`src/rtl/buck_pwm_generator_pkg.sv`:
```
// Shared constants and FSM encoding for the buck PWM generator.
// Also used by the one-cycle controller for its 400-clock scaling.
package buck_pwm_generator_pkg;

  localparam int unsigned PERIOD      = 400;
  localparam int unsigned PHASE_SHIFT = 200;
  localparam int unsigned MAX_ON      = 200;
  localparam int unsigned MIN_ON      = 8;
  localparam int unsigned DEAD        = 10;

  localparam logic [1:0] ST_IDLE  = 2'd0;
  localparam logic [1:0] ST_RUN   = 2'd1;
  localparam logic [1:0] ST_FAULT = 2'd2;

  function automatic logic [15:0] clamp_on(input logic [15:0] req);
    logic [15:0] r;
    r = req;
    if (req < 16'(MIN_ON)) r = 16'd0;
    else if (req > 16'(MAX_ON)) r = 16'(MAX_ON);
    return r;
  endfunction

endpackage

```
`src/rtl/buck_pwm_generator_channel.sv`:
```
// One PWM channel: timer, on-time latch/clamp, armed bit, gate decode.
// Ports: clk_i/rst_ni, run_i, kill_i, enable_i, charge_i -> timer_o, armed_o, gate_h_o, gate_l_o.
module pwm_channel
  import buck_pwm_generator_pkg::*;
#(
  parameter logic [15:0] T_INIT = 16'd0
) (
  input  logic        clk_i,
  input  logic        rst_ni,
  input  logic        run_i,
  input  logic        kill_i,
  input  logic        enable_i,
  input  logic [15:0] charge_i,
  output logic [15:0] timer_o,
  output logic        armed_o,
  output logic        gate_h_o,
  output logic        gate_l_o
);

  localparam logic [15:0] P_LAST  = 16'(PERIOD - 1);
  localparam logic [15:0] L_END   = 16'(PERIOD - DEAD);

  logic [15:0] timer_q, timer_d;
  logic [15:0] on_q, on_d;
  logic        armed_q, armed_d;
  logic        gh_q, gh_d;
  logic        gl_q, gl_d;
  logic        start;
  logic [16:0] low_from;

  // Decode uses next-state on_time/armed so the period-start cycle
  // already sees the freshly latched values.
  always_comb begin
    start    = (timer_q == 16'd0);
    timer_d  = (timer_q == P_LAST) ? 16'd0 : timer_q + 16'd1;
    on_d     = start ? clamp_on(charge_i) : on_q;
    armed_d  = kill_i ? 1'b0 : (start ? enable_i : armed_q);
    low_from = {1'b0, on_d} + 17'(DEAD);
    gh_d     = run_i & armed_d & (on_d != 16'd0) & (timer_q < on_d);
    gl_d     = run_i & armed_d
             & ({1'b0, timer_q} >= low_from)
             & (timer_q < L_END);
  end

  always_ff @(posedge clk_i) begin
    if (!rst_ni) begin
      timer_q <= T_INIT;
      on_q    <= 16'd0;
      armed_q <= 1'b0;
      gh_q    <= 1'b0;
      gl_q    <= 1'b0;
    end else begin
      timer_q <= timer_d;
      on_q    <= on_d;
      armed_q <= armed_d;
      gh_q    <= gh_d;
      gl_q    <= gl_d;
    end
  end

  assign timer_o  = timer_q;
  assign armed_o  = armed_q;
  assign gate_h_o = gh_q;
  assign gate_l_o = gl_q;

endmodule

```
`src/rtl/buck_pwm_generator.sv`:
```
// Two-channel interleaved buck gate-drive generator with fault shutdown.
// Ports: clk, rst_n, enable, fault, inductor_charging_time -> timers, period_start, gate_h/l, fault_latched.
module buck_pwm_generator
  import buck_pwm_generator_pkg::*;
(
  input  logic        clk,
  input  logic        rst_n,
  input  logic        enable,
  input  logic        fault,
  input  logic [15:0] inductor_charging_time,
  output logic [15:0] timer_buck_4us_0,
  output logic [15:0] timer_buck_4us_1,
  output logic        period_start,
  output logic [1:0]  gate_h,
  output logic [1:0]  gate_l,
  output logic        fault_latched
);

  logic [1:0] state_q, state_d;
  logic       ps_q;
  logic [1:0] armed;
  logic       run, kill;

  always_comb begin
    state_d = state_q;
    if (fault) begin
      state_d = ST_FAULT;
    end else begin
      unique case (state_q)
        ST_IDLE:  if (enable) state_d = ST_RUN;
        ST_RUN:   if (!enable && armed == 2'b00) state_d = ST_IDLE;
        ST_FAULT: if (!enable) state_d = ST_IDLE;
        default:  state_d = ST_IDLE;
      endcase
    end
    // Gates follow the next state so a fault blanks them on this edge.
    run  = (state_d == ST_RUN);
    kill = (state_d == ST_FAULT);
  end

  always_ff @(posedge clk) begin
    if (!rst_n) begin
      state_q <= ST_IDLE;
      ps_q    <= 1'b0;
    end else begin
      state_q <= state_d;
      ps_q    <= (timer_buck_4us_0 == 16'(PERIOD - 1));
    end
  end

  pwm_channel #(.T_INIT(16'd0)) u_ch0 (
    .clk_i    (clk),
    .rst_ni   (rst_n),
    .run_i    (run),
    .kill_i   (kill),
    .enable_i (enable),
    .charge_i (inductor_charging_time),
    .timer_o  (timer_buck_4us_0),
    .armed_o  (armed[0]),
    .gate_h_o (gate_h[0]),
    .gate_l_o (gate_l[0])
  );

  pwm_channel #(.T_INIT(16'(PHASE_SHIFT))) u_ch1 (
    .clk_i    (clk),
    .rst_ni   (rst_n),
    .run_i    (run),
    .kill_i   (kill),
    .enable_i (enable),
    .charge_i (inductor_charging_time),
    .timer_o  (timer_buck_4us_1),
    .armed_o  (armed[1]),
    .gate_h_o (gate_h[1]),
    .gate_l_o (gate_l[1])
  );

  assign period_start  = ps_q;
  assign fault_latched = (state_q == ST_FAULT);

endmodule

```
`config.mk`:
```
export PLATFORM = sky130hd
export DESIGN_NAME = buck_pwm_generator
export DESIGN_NICKNAME = d
export VERILOG_FILES = /design/src/rtl/buck_pwm_generator_pkg.sv /design/src/rtl/buck_pwm_generator_channel.sv /design/src/rtl/buck_pwm_generator.sv
export SDC_FILE = /design/constraint.sdc
export NUM_CORES = 1
export LEC_CHECK = 0
export ABC_AREA = 1
export BUFFER_PORTS_ARGS = -buffer_cell sky130_fd_sc_hd__buf_2
export CAP_MARGIN = 10
export CELL_PAD_IN_SITES_DETAIL_PLACEMENT = 0
export CELL_PAD_IN_SITES_GLOBAL_PLACEMENT = 2
export CORE_MARGIN = 2
export CORE_UTILIZATION = 30
export CTS_CLUSTER_DIAMETER = 50
export DETAILED_ROUTE_END_ITERATION = 16
export GPL_TIMING_DRIVEN = 0
export PLACE_DENSITY_LB_ADDON = 0.1
export SYNTH_ARGS = -nofsm -noshare
export SYNTH_HDL_FRONTEND = slang
export SYNTH_SLANG_ARGS = --single-unit
```
`constraint.sdc`:
```
create_clock -name clk -period 2.55 [get_ports clk]
set_input_delay 0.255 -clock clk [delete_from_list [all_inputs] [get_ports clk]]
set_output_delay 0.255 -clock clk [all_outputs]
set_load 0.005 [all_outputs]
```
### After elaboration in Yosys (flattened, before gate mapping)

Cells that the tools add are included.
W data, S select, Z words.

* add/subtract/negate cells: 4
* order comparisons: 8
* eq/ne operators: 6
* multiplexer cells: 14
* bitwise logic cells: 11
* reduce and logical (&&, ||, !) cells: 10

Operators with widths (number)
* $mux W16: 4
* $add A16 B4 Y17 const B: 2
* $ge A16 B17 Y1: 2
* $add A16 B1 Y16 const B: 2
* $eq A16 B9 Y1 const B: 2
* $logic_not A16 Y1: 2
* $lt A16 B16 Y1: 2
* $lt A16 B9 Y1 const B: 2
* $reduce_bool A16 Y1: 2
* $gt A16 B8 Y1 const B: 1
* $lt A16 B4 Y1 const B: 1
* $and A1 B1 Y1: 10
* $mux W2: 4
* $mux W8: 1
* $pmux W2 S3: 1
* $eq A2 B1 Y1 const B: 2
* $eq A2 B2 Y1 const B: 2
* $logic_not A2 Y1: 2
* $mux W1: 4
* $reduce_or A2 Y1: 2
* $logic_and A1 B1 Y1: 1
* $logic_not A1 Y1: 1
* $not A1 Y1: 1

* register bits: 73
* output and inout bits: 38
* logic and storage cells: 66

### Longest topological paths before layout

Gate-level depths: netlist (run 1).

* word-level depth: 10
* gate-level depth with buffers: 28
* mapped depth without buffers: 28

### Cells and area by module

A second synthesis (run 1) with hierarchy kept.

* cells, all modules: 904
* area, all modules: 6022.0 um2

Modules (own cells, without submodules)
* pwm_channel (u_ch1): instances 1, cells an instance 435, area an instance 2931.6 um2, seq. area each 700.7 um2
* pwm_channel (u_ch0): instances 1, cells an instance 430, area an instance 2882.8 um2, seq. area each 700.7 um2
* buck_pwm_generator: instances 1, cells an instance 39, area an instance 207.7 um2, seq. area each 60.1 um2

### Worst setup path before layout (run 1)

OpenSTA, ideal clock, no wires.

* kind: reg-to-reg
* start point: register u_ch0.timer_q[0], in the netlist u_ch0.timer_o[0]
* end point: register u_ch0.gl_q, in the netlist u_ch0.gate_l_o
* data arrival time: 2.683 ns
* setup slack: -0.254 ns
* cell stages (with the launch flop): 28
* path buffers: 0
* period minus slack after synthesis: 2.804 ns
* cells stage by stage: dfxtp_1 -> inv_1 -> ha_1 -> nand2_1 -> nor2_1 -> nand2_1 -> nor2_4 -> nand3_1 -> nand2_1 -> ha_1 -> inv_1 -> nand2_2 -> nand2_2 -> inv_1 -> nand3_1 -> nand2_1 -> o21ai_0 -> ha_1 -> nand2_1 -> nor2_1 -> a211oi_1 -> nand2_1 -> nand2_1 -> nand2_1 -> nand2_1 -> nand2_1 -> nand2_1 -> a21oi_1

* word-level cells in the longest chain between the ends: 6
* elaborated cells on any way between the ends: 10
* those cells by class: add/sub: 1; order compare: 2; mux: 3; bitwise: 3; reduce/logical: 1

RTL lines
* start, declared: line buck_pwm_generator_channel.sv:23 `logic [15:0] timer_q, timer_d;`
* start signal, assigned: line buck_pwm_generator_channel.sv:53 `timer_q <= timer_d;`
* $logic_not A16 Y1: line buck_pwm_generator_channel.sv:34 `start = (timer_q == 16'd0);`
* $mux W16: line buck_pwm_generator_channel.sv:36 `on_d = start ? clamp_on(charge_i) : on_q;`
* via u_ch0.on_d[1]: line buck_pwm_generator_channel.sv:24 `logic [15:0] on_q, on_d;`
* $add A16 B4 Y17: line buck_pwm_generator_channel.sv:38 `low_from = {1'b0, on_d} + 17'(DEAD);`
* $ge A16 B17 Y1: line buck_pwm_generator_channel.sv:41 `& ({1'b0, timer_q} >= low_from)`
* $and A1 B1 Y1: line buck_pwm_generator_channel.sv:41
* $and A1 B1 Y1: line buck_pwm_generator_channel.sv:42 `& (timer_q < L_END);`
* end signal, assigned: line buck_pwm_generator_channel.sv:57 `gl_q <= gl_d;`
* end, declared: line buck_pwm_generator_channel.sv:27 `logic gl_q, gl_d;`

The timed path passes the listed nets, and every way through them passes these cells.
A chain may end at the register's enable or synchronous reset.

### Worst setup path in the final report (run 1)

* start point: register u_ch1.timer_q[0], in the netlist u_ch1.timer_o[0]
* end point: register u_ch1.gl_q, in the netlist u_ch1.gate_l_o

* word-level cells in the longest chain between the ends: 6
* elaborated cells on any way between the ends: 10
* those cells by class: add/sub: 1; order compare: 2; mux: 3; bitwise: 3; reduce/logical: 1

RTL lines (line)
* start, declared: buck_pwm_generator_channel.sv:23
* start signal, assigned: buck_pwm_generator_channel.sv:53
* $logic_not A16 Y1: buck_pwm_generator_channel.sv:34
* $mux W16: buck_pwm_generator_channel.sv:36
* via u_ch1.on_d[2]: buck_pwm_generator_channel.sv:24
* $add A16 B4 Y17: buck_pwm_generator_channel.sv:38
* $ge A16 B17 Y1: buck_pwm_generator_channel.sv:41
* $and A1 B1 Y1: buck_pwm_generator_channel.sv:41
* $and A1 B1 Y1: buck_pwm_generator_channel.sv:42
* end signal, assigned: buck_pwm_generator_channel.sv:57
* end, declared: buck_pwm_generator_channel.sv:27

The timed path passes the listed nets, and every way through them passes these cells.

==> results by group, run 1 <==
Routing
  – DRC errors left: 0
  – Antenna-violating nets left: 0
  – TritonRoute pass-1 iters: 4
  – Routed vias/inst: 4.72
  – Per-cell routed wire length: 14.4 um
  – DRT iter0 DRCs: 285
  – Total wire length: 17700 um
  – Via Count: 5801

Layout
  – Most frequent cells in the layout: 165 x nand2_1, 120 x nor2_1, 77 x inv_1, 72 x buf_4, 60 x ha_1
  – Inserted Diodes: 0
  – Share of cells above drive strength 1: 0.360
  – Final Cell Area: 7840 sq um
  – Most common cell after layout, fill and taps aside: nand2_1
  – Nets: 1079
  – Area grow syn2layout: 36.8%

Logic synthesis
  – Syn nets: 938
  – Post-Synthesis Cell Area: 5730 sq um
  – Synth Area in Simple Gates: 0.381
  – Syn Area/Cell: 6.74 sq um
  – Synth Register Bits: 73
  – Gate Count Post-Synth: 850
  – EDFF count, synth: 0
  – Synth Area in XOR/XNOR: 0.0273
  – Synth warn: 0
  – Cell variety after synth: 44
  – Register area share after synthesis: 0.255
  – Synth Flop Type: dfxtp_1
  – Async SR Flop Fraction: 0
  – Adder-cell share of the synthesized area: 0.149
  – Largest family of logic cells by synthesized area: simple AND/OR/NAND/NOR gates
  – Synth Area in Compound Gates: 0.0972
  – Mux share of post-synthesis cell area: 0

Worst setup path
  – Crit path from: u_ch1.timer_o[0]
  – CP startpoint kind: register
  – WP data arrival: 3.19 ns
  – CP max FO: 5
  – Critical path endpoint: u_ch1.gate_l_o
  – R2r setup slk: -0.41 ns
  – Critical Path End Type: register
  – RR Startpoint: u_ch1.timer_o[0]
  – Crit path kind: reg2reg
  – R2r endpoint: u_ch1.gate_l_o
  – Worst Path Required: 2.78 ns
  – Reg2Reg Depth: 24

Job
  – Max-cap violations: 0

Clock tree
  – CTS Buf Count: 9
  – CTS Sinks: 73
  – Clk_lat worst skew: 0.34 ns
  – CTS hold repair buffers: 0
  – CTS tree: built
  – H-Tree Depth: 3
  – CTS root buffer: clkbuf_16
  – Worst-path clk slew: 0.06 ns
  – Longest Clk Path Bufs: 2

Floorplanning
  – Core area: 18700 sq um
  – Die Wd: 142 um
  – Die span in y: 142 um
  – Initial core utilization: 0.306
  – IO Pins: 58
  – Row cnt: 50
  – DIE AREA: 20200 sq um

Run status
  – Status: complete, but fails checks
  – Failing checks: setup timing

Global route
  – Grt ovf: 0
  – Initial antenna violation count: 0
  – Vias in the first global route: 5410
  – Largest net degree at the start of global routing: 12
  – Global-route wire length before repair: 28300 um
  – GRT Resource Usage Total: 0.178

Timing
  – Final Hold Vio Count: 0
  – F_max: 337 MHz
  – RSZ-0062 raised after global routing: true
  – Slew @ Worst Pin: 0.916 ns
  – Final Max Tran Viols: 0
  – Post-route minimum period: 2.96 ns
  – Setup TNS: -0.808 ns
  – Tcrit/Tclk final: 1.16
  – Setup Viol. Count Final: 2
  – Slew Limit Headroom: 0.390
  – Clock skew: 0.00782 ns
  – Setup slack after layout: -0.415 ns

Power and ir drop
  – P_leak: 3.73 nW
  – PwrDens: 385 nW/um^2
  – Peak supply drop: 0.313 mV

Place
  – Placed cell area: 6360 sq um
  – HPWL Detailed: 13300 um
  – IO buf count: 56
  – Global placer's final weighted congestion: 0.857

Worst hold path
  – Type of the tightest min-delay check: in2reg
## registers in the layout (all words and copies together) (netlist names)
| signal | count |
|---|---|
| u_ch1.armed_o | 1 |
| period_start | 1 |
| u_ch0.gate_h_o | 1 |
| u_ch0.timer_o | 16 |
| state_q | 2 |
| u_ch0.on_q | 16 |
| u_ch0.armed_o | 1 |
| u_ch1.timer_o | 16 |
| u_ch1.gate_l_o | 1 |
| u_ch1.on_q | 16 |
| u_ch0.gate_l_o | 1 |
| u_ch1.gate_h_o | 1 |
## cells in the mapped netlist (all sizes together), types with 12 or more instances
library cell | count | share of area
a21oi | 40 | 0.037
buf | 12 | 0.015
dfxtp | 73 | 0.26
ha | 68 | 0.15
inv | 113 | 0.074
nand2 | 212 | 0.15
nand3 | 44 | 0.042
nand4 | 27 | 0.031
nor2 | 151 | 0.11
nor3 | 26 | 0.035
o21ai | 34 | 0.034
xor2 | 14 | 0.023
## power by group
group | total (mW) | leakage [nW] | internal, mW | switching (mW)
Sequential | 1.17 | 0.609 | 1.15 | 0.0188
Clock | 1.29 | 0.144 | 0.784 | 0.509
Combinational | 0.554 | 2.97 | 0.234 | 0.320
## critical path: stages (launching register included)
cell,delay (ns)
dfxtp_4,0.37
inv_4,0.06
ha_4,0.15
nand2_2,0.07
nor2_4,0.12
nand4_1,0.12
buf_6,0.17
o21ai_4,0.16
ha_2,0.20
inv_2,0.05
xor2_1,0.16
ha_1,0.28
nand2_2,0.08
o21bai_1,0.10
nand2_1,0.09
o21ai_2,0.15
nand2_1,0.10
nand2_1,0.07
nand2_1,0.04
nand2_1,0.06
nand2_1,0.04
nand2_1,0.05
nand2_1,0.04
nand2_1,0.08
nor2_2,0.05
## repair_timing
item                       4_1_cts  5_1_grt
resized for setup               96       92
setup endpoints to repair        4        4
pin swaps                       38       65
buffers inserted                36       39
## logic make-up after synthesis
family | count (synthesis)
fa+ha+maj | 68
buf+inv | 128
xor+xnor | 17
compound gates | 93
flops | 73
simple gates | 471
## worst min path at each step
stage	startpoint	endpoint	slack, ns	cells past startpoint
after global placement	u_ch0.timer_o[0]	u_ch0.timer_o[0]	0.43	1
final	fault	state_q[0]	0.20	4
after floorplan	u_ch0.timer_o[0]	u_ch0.timer_o[0]	0.43	1
after global routing	fault	state_q[0]	0.22	4
after CTS	fault	state_q[0]	0.19	4
after detailed placement	u_ch0.timer_o[0]	u_ch0.timer_o[0]	0.45	1
## cell type report
class                           instances  area (sq um)
Buffer                                 13          90.1
Clock inverter                          3          40.0
Inverter                              114           452
Sequential cell                        73          1540
Multi-Input combinational cell        649          4270
Fill cell                            1999         10900
Tap cell                              234           293
Clock buffer                           13           250
Timing Repair Buffer                  131           903
## metrics by stage
stage | cells | power, mW | hold slack [ns] | utilization | setup WS (ns)
after global placement | 1140 | 1.58 | 0.428 | 0.340 | -0.973
after global routing | 1230 | 3.18 | 0.224 | 0.419 | -0.673
after CTS | 1192 | 3.00 | 0.188 | 0.387 | -0.504
after floorplan | 850 | 1.46 | 0.431 | - | -0.145
final | 1230 | 3.01 | 0.202 | 0.419 | -0.415
after detailed placement | 1140 | 1.59 | 0.453 | 0.340 | -0.923
## routing by layer
metal  GRT usage  vias up  part of all wire  routed length [um]
met1       0.276     2659              0.54                9650
met4      0.0505        0             0.011                 200
met3      0.0205       12             0.034                 598
met2       0.255       84              0.41                7280
li1            -     3046                 -                   -
met5           0        -                 0                   0
No activity file was read; power rests on OpenSTA's default activity.
==> run 2: changes to the inputs <==
--- a/config.mk
+++ b/config.mk
@@ -5,13 +5,12 @@
 export SDC_FILE = /design/constraint.sdc
 export NUM_CORES = 1
 export LEC_CHECK = 0
-export ABC_AREA = 1
 export BUFFER_PORTS_ARGS = -buffer_cell sky130_fd_sc_hd__buf_2
 export CAP_MARGIN = 10
 export CELL_PAD_IN_SITES_DETAIL_PLACEMENT = 0
 export CELL_PAD_IN_SITES_GLOBAL_PLACEMENT = 2
-export CORE_MARGIN = 2
-export CORE_UTILIZATION = 30
+export CORE_MARGIN = 8
+export CORE_UTILIZATION = 32
 export CTS_CLUSTER_DIAMETER = 50
 export DETAILED_ROUTE_END_ITERATION = 16
 export GPL_TIMING_DRIVEN = 0
==> run 2 against run 1 <==
  * Clock skew decreased by 0.0011 ns
  * Synthesized area decreased by 12%
  * Clock power increased by 4%
  * Sequential power about the same
  * Hold slack got worse by 0.049 ns
  * Wire length decreased by 4.6%
  * The run still ends with setup timing left
  * Synthesized cell count decreased by 28%
  * Cell count decreased by 23%
  * Clock-buffer cell count decreased by 3
  * Die area decreased by 0.57%
  * Cell area decreased by 11%
==> results by group, run 2 <==
Timing
  – Setup TNS: -3.22 ns (-2.42 ns)
  – Setup slack after layout: -1.17 ns (-0.751 ns)
  – Slew @ Worst Pin: 0.875 ns (-0.0406 ns)
  – Post-route minimum period: 3.72 ns (+0.751 ns)
  – F_max: 269 MHz (-20%)
  – RSZ-0062 raised after global routing: true
  – Final Hold Vio Count: 0 (unchanged)
  – Setup Viol. Count Final: 4 (+2)
  – Clock skew: 0.00675 ns (-0.00107 ns)
  – Final Max Tran Viols: 0 (unchanged)
  – Slew Limit Headroom: 0.411 (+0.0217)
  – Tcrit/Tclk final: 1.46 (+0.295)

Clock tree
  – Clk_lat worst skew: 0.35 ns (about the same)
  – CTS Sinks: 73 (unchanged)
  – Worst-path clk slew: 0.06 ns (about the same)
  – CTS Buf Count: 9 (unchanged)
  – Longest Clk Path Bufs: 2 (unchanged)
  – H-Tree Depth: 3 (unchanged)
  – CTS root buffer: clkbuf_16
  – CTS tree: built

Global route
  – GRT Resource Usage Total: 0.173 (-0.00525)
  – Vias in the first global route: 5104 (-5.7%)
  – Largest net degree at the start of global routing: 14 (+2)
  – Global-route wire length before repair: 26800 um (-5.2%)
  – Initial antenna violation count: 0 (unchanged)
  – Grt ovf: 0 (unchanged)

Logic synthesis
  – Gate Count Post-Synth: 613 (-28%)
  – Synth Flop Type: dfxtp_1
  – Synth warn: 0 (unchanged)
  – Post-synth top cells: 88 x nor2_1, 73 x dfxtp_1, 68 x ha_1
  – Post-Synthesis Cell Area: 5060 sq um (-12%)
  – Cell variety after synth: 53 (+20%)
  – Synth area leader: dfxtp_1
  – Count leader, synth: nor2_1
  – Yosys top cell area share: 0.289 (+0.0335)
  – Synth area leaders: dfxtp_1 29%, ha_1 17%, nor2_1 6.5%
  – Syn nets: 701 (-25%)
  – Register area share after synthesis: 0.289 (+0.0335)
  – Syn Area/Cell: 8.26 sq um (+23%)
  – Synth Register Bits: 73 (unchanged)
  – EDFF count, synth: 0 (unchanged)
  – Async SR Flop Fraction: 0 (unchanged)

Routing
  – Routed vias/inst: 5.13 (+8.9%)
  – TritonRoute pass-1 iters: 4 (unchanged)
  – Antenna-violating nets left: 0 (unchanged)
  – Via Count: 4893 (-16%)
  – Total wire length: 16900 um (-4.6%)
  – DRT iter0 DRCs: 129 (-55%)
  – DRC errors left: 0 (unchanged)
  – Per-cell routed wire length: 17.7 um (+23%)

Run status
  – Status: complete, but fails checks
  – Failing checks: setup timing

Worst setup path
  – CP max FO: 5 (unchanged)
  – CP startpoint kind: register
  – Critical Path End Type: register
  – Crit path kind: reg2reg
  – Worst Path Required: 2.81 ns (+0.03 ns)
  – WP data arrival: 3.97 ns (+0.78 ns)

Layout
  – Most common cell after layout, fill and taps aside: nor2_1
  – Inserted Diodes: 0 (unchanged)
  – Reg area: 1500 sq um (-2.8%)
  – # fillers: 1615 (-19%)
  – Most frequent cells in the layout: 86 x nor2_1, 58 x ha_1, 58 x dfxtp_1, 56 x buf_2
  – Share of cells above drive strength 1: 0.320 (-0.0402)
  – Area grow syn2layout: 38.0%
  – Fin util: 0.446 (+0.0275)
  – Nets: 820 (-24%)
  – Area occupied by multi-input gates: 4030 sq um (-5.6%)

Floorplanning
  – Row cnt: 46 (-8.0%)
  – DIE AREA: 20100 sq um (-0.57%)
  – Die span in y: 142 um (-0.28%)
  – Die Wd: 142 um (-0.28%)
  – Core area: 15700 sq um (-16%)
  – Initial core utilization: 0.323 (+0.0172)
  – IO Pins: 58 (unchanged)

Power and ir drop
  – P_leak: 2.89 nW (-22%)
  – PwrDens: 411 nW/um^2 (+6.8%)
  – Clock power share: 0.467 (+0.038)
  – Seq pwr share: 0.408 (+0.021)
  – Internal power: 2.10 mW (-3.0%)
  – Combinational Power Share: 0.124 (-0.060)
  – Sw Ratio: 0.268 (-0.0136)
  – Switching power: 0.768 mW (-9.4%)
  – Peak supply drop: 0.328 mV (+4.9%)

Job
  – Max-cap violations: 0 (unchanged)

Place
  – HPWL Detailed: 12700 um (-4.5%)
  – IO buf count: 56 (unchanged)
  – Global placer's final weighted congestion: 0.835 (-2.6%)

Worst hold path
  – Type of the tightest min-delay check: in2reg
==> run 2: path summary, 6_finish.rpt <==
check,from,slack [ns],cells after the start,endpoint
max,u_ch0.timer_o[0],-1.17,14,u_ch0.gate_l_o
min,fault,0.15,3,state_q[1]
max reg2reg,u_ch0.timer_o[0],-1.17,14,u_ch0.gate_l_o
min reg2reg,u_ch0.on_q[10],0.51,2,u_ch0.on_q[10]
==> run 2: routing by layer <==
metal / vias to the layer above / global-route usage / share of wire
met5: - / 0 / 0
met4: 0 / 0.0820 / 0.033
met3: 32 / 0.0235 / 0.026
met2: 74 / 0.327 / 0.53
met1: 2313 / 0.184 / 0.41
li1: 2474 / - / -
==> run 2: cell families after synthesis <==
group / Yosys count / synth area share
AOI/OAI and AO/OA: 96 / 0.124
xor gates and xnor gates: 46 / 0.0796
adders and majority gates: 68 / 0.168
buffers and inverters: 33 / 0.0279
DFF: 73 / 0.289
muxes: 15 / 0.0304
and+or+nand+nor: 282 / 0.281
==> run 2: final cells by class <==
cell class,instances,share of cell area
repair buffers,110,0.101
plain buffers,14,0.0163
well taps,216,0.0387
clock buffers,10,0.0342
flip-flops and latches,73,0.215
clock inverters,6,0.00931
inverters,17,0.00985
multi-input cells,507,0.576
==> run 2: power groups by stage <==
stage               clock network (mW)  registers, mW  logic, mW
finish                            1.34           1.17      0.357
global route                      1.43           1.17      0.396
CTS                               1.38           1.17      0.356
detailed placement                   0           1.21      0.286
global placement                     0           1.21      0.283
floorplan                            0           1.20      0.185
==> run 2: through the flow <==
step                      hold slack, ns  setup WS [ns]  power (mW)  cells  area [sq um]
final                              0.153          -1.17        2.87    953          6990
after global routing               0.152          -1.36        3.00    953          6990
after CTS                          0.142          -1.34        2.91    935          6620
after detailed placement           0.456          -1.76        1.49    885          5790
after global placement             0.441          -1.73        1.49    885          5790
after floorplan                    0.383         -0.931        1.39    613          5240
==> run 2: repair_timing <==
action                                  4_1_cts  5_1_grt
hold endpoints to repair                      0        0
pin swaps                                    25       35
buffers inserted                             34       21
endpoints found under the setup margin        5       17
gates resized for setup                      67       53
hold buffers                                  0        0
==> run 2: worst max-delay path, cell delays in order, from the launching register on <==
cell      delay, ns
dfxtp_4        0.35
inv_4          0.06
ha_4           0.12
or4b_4         0.47
or4_4          0.61
or3_1          0.40
o21ai_0        0.20
xor2_1         0.13
ha_1           0.31
nand4_1        0.13
o21bai_1       0.18
a21oi_1        0.15
o311ai_1       0.10
a21o_1         0.20
a211oi_2       0.22
==> run 3: changes to the inputs <==
==> constraint.sdc (replaced) <==
create_clock -name clk -period 2.55 [get_ports clk]
set_input_delay 0.51 -clock clk [delete_from_list [all_inputs] [get_ports clk]]
set_output_delay 0.51 -clock clk [all_outputs]
set_load 0.005 [all_outputs]
==> run 3 against run 2 <==
  * The flow still finishes with violations (setup timing)
  * First-iteration DRC count increased by 49%
  * Combinational power is 14% higher
  * Register-to-register slack about the same
  * Cell area fell by 0.39%
  * Global-route usage up 0.19 points
  * Maximum frequency shrank 0.19%
  * Flip-flop and latch count did not move
  * Worst setup slack worse by 0.0070 ns
  * Non-clock buffer count shrank 6
  * Cell count down 0.63%
  * Critical path depth did not move
  * Wire length is 1.1% higher
  * Highest routed layer unchanged
==> results by group, run 3 (synthesis gave the netlist of run 2 again) <==
Run status
  – Status: complete, but fails checks
  – Failing checks: setup timing

Global route
  – Largest net degree at the start of global routing: 14 (unchanged)
  – Initial antenna violation count: 0 (unchanged)
  – GRT Resource Usage Total: 0.174 (+0.00192)
  – Vias in the first global route: 5086 (-0.35%)
  – Global-route wire length before repair: 27400 um (+2.1%)
  – Grt ovf: 0 (unchanged)

Worst setup path
  – WP data arrival: 3.98 ns (about the same)
  – R2r setup slk: -1.17 ns (about the same)
  – RR Startpoint: u_ch0.timer_o[0]
  – Crit path kind: reg2reg
  – R2r endpoint: u_ch0.gate_l_o
  – CP startpoint kind: register
  – CP max FO: 5 (unchanged)
  – Critical Path End Type: register
  – Worst Path Required: 2.81 ns (about the same)
  – Reg2Reg Depth: 14 (unchanged)

Layout
  – Inserted Diodes: 0 (unchanged)
  – Nets: 814 (-0.73%)
  – Most common cell after layout, fill and taps aside: nor2_1
  – Most frequent cells in the layout: 84 x nor2_1, 61 x dfxtp_1, 58 x ha_1, 56 x buf_2, 53 x nand2_1
  – Final Cell Area: 6960 sq um (-0.39%)
  – Fin util: 0.445 (-0.00176)
  – Fin cells: 947 (-0.63%)
  – Share of cells above drive strength 1: 0.302 (-0.0179)
  – Area grow syn2layout: 37.5%

Routing
  – Routed vias/inst: 5.09 (-0.91%)
  – TritonRoute pass-1 iters: 4 (unchanged)
  – DRT iter0 DRCs: 192 (+49%)
  – Antenna-violating nets left: 0 (unchanged)
  – DRC errors left: 0 (unchanged)
  – Via Count: 4818 (-1.5%)
  – Per-cell routed wire length: 18.1 um (+1.7%)
  – Total wire length: 17100 um (+1.1%)

Place
  – Placed cell area: 5820 sq um (+0.43%)
  – IO buf count: 56 (unchanged)
  – Post-Place Worst Slack: -1.85 ns (-0.0838 ns)
  – HPWL Detailed: 12800 um (+0.27%)
  – Global placer's final weighted congestion: 0.836 (+0.17%)
  – Placed Cells: 885 (unchanged)

Timing
  – Setup TNS: -3.55 ns (-0.321 ns)
  – Clock skew: 0.00694 ns (+0.000186 ns)
  – Final Hold Vio Count: 0 (unchanged)
  – Final hold slack: 0.405 ns (+0.252 ns)
  – Post-route minimum period: 3.72 ns (+0.00704 ns)
  – Tcrit/Tclk final: 1.46 (+0.00276)
  – Setup Viol. Count Final: 4 (unchanged)
  – Slew Limit Headroom: 0.444 (+0.0331)
  – F_max: 269 MHz (-0.19%)
  – RSZ-0062 raised after global routing: true
  – Final Max Tran Viols: 0 (unchanged)
  – Slew @ Worst Pin: 0.826 ns (-0.0491 ns)
  – Setup slack after layout: -1.17 ns (-0.00704 ns)

Floorplanning
  – Initial core utilization: 0.323 (unchanged)
  – Die span in y: 142 um (unchanged)
  – IO Pins: 58 (unchanged)
  – Die Wd: 142 um (unchanged)
  – DIE AREA: 20100 sq um (unchanged)
  – Row cnt: 46 (unchanged)
  – Core area: 15700 sq um (unchanged)

Worst hold path
  – Hold path cells: 3 (unchanged)
  – Type of the tightest min-delay check: in2reg
  – Min-delay src: fault
  – Worst Hold Path EP: state_q[1]

Power and ir drop
  – Clock power share: 0.470 (+0.003)
  – Sw Ratio: 0.259 (-0.00845)
  – Switching power: 0.771 mW (+0.37%)
  – PwrDens: 427 nW/um^2 (+4.1%)
  – Seq pwr share: 0.393 (-0.015)
  – Tot Pwr: 2.97 mW (+3.6%)
  – P_leak: 2.88 nW (-0.43%)
  – Peak supply drop: 0.336 mV (+2.3%)
  – Combinational Power Share: 0.137 (+0.013)
  – Internal power: 2.20 mW (+4.8%)

Clock tree
  – Worst-path clk slew: 0.06 ns (about the same)
  – CTS tree: built
  – H-Tree Depth: 3 (unchanged)
  – Clk_lat worst skew: 0.35 ns (about the same)
  – Longest Clk Path Bufs: 2 (unchanged)
  – CTS Sinks: 73 (unchanged)
  – CTS Buf Count: 9 (unchanged)
  – CTS root buffer: clkbuf_16

Job
  – Max-cap violations: 0 (unchanged)
-- run 3: layout make-up --
cell class / instances / area, sq um
well taps: 216 / 270
repair buffers: 102 / 646
fillers: 1620 / 8690
clock buffers: 9 / 225
multi-input cells: 507 / 4020
clock inverters: 7 / 95.1
inverters: 17 / 66.3
flip-flops and latches: 73 / 1500
plain buffers: 16 / 141
-- run 3: how the worst max path moves through the flow --
stage / startpoint / to / slack, ns / cells after the start
finish: u_ch0.timer_o[0] / u_ch0.gate_l_o / -1.17 / 14
global route: u_ch1.timer_o[0] / u_ch1.gate_l_o / -1.35 / 19
CTS: u_ch0.timer_o[0] / u_ch0.gate_l_o / -1.28 / 18
detailed placement: inductor_charging_time[15] / u_ch1.gate_l_o / -1.85 / 19
global placement: inductor_charging_time[11] / u_ch1.gate_l_o / -1.82 / 19
floorplan: inductor_charging_time[2] / u_ch1.gate_l_o / -1.08 / 16
-- run 3: timing repair --
action | CTS | global route
setup endpoints to repair | 15 | 14
buffers inserted | 36 | 10
resized for setup | 76 | 31
pin swaps | 33 | 23
hold buffers | 0 | 0
-- run 3: power by group through the flow --
stage / clock, mW / combinational [mW] / sequential, mW
2_1_floorplan: 0 / 0.198 / 1.20
3_3_place_gp: 0 / 0.298 / 1.21
3_5_place_dp: 0 / 0.301 / 1.21
4_1_cts: 1.44 / 0.384 / 1.17
5_1_grt: 1.49 / 0.446 / 1.17
6_report: 1.40 / 0.408 / 1.17
-- run 3: worst max-delay path, stage by stage (launching register included) --
cell and delay [ns]:
dfxtp_4 0.35, inv_4 0.06, ha_4 0.12, or4b_4 0.47
or4_4 0.59, or3_1 0.40, o21ai_1 0.20, xor2_1 0.14
ha_1 0.31, nand4_1 0.15, o21bai_1 0.20, a21oi_2 0.14
o311ai_1 0.10, a21o_1 0.20, a211oi_2 0.21
-- run 3: layer usage --
metal | part of all wire | track usage | wire (um) | vias up
met5 | 0 | 0 | 0 | -
met4 | 0.024 | 0.0622 | 412 | 0
met3 | 0.026 | 0.0296 | 452 | 20
met2 | 0.53 | 0.332 | 9040 | 64
met1 | 0.42 | 0.189 | 7190 | 2281
li1 | - | - | - | 2453
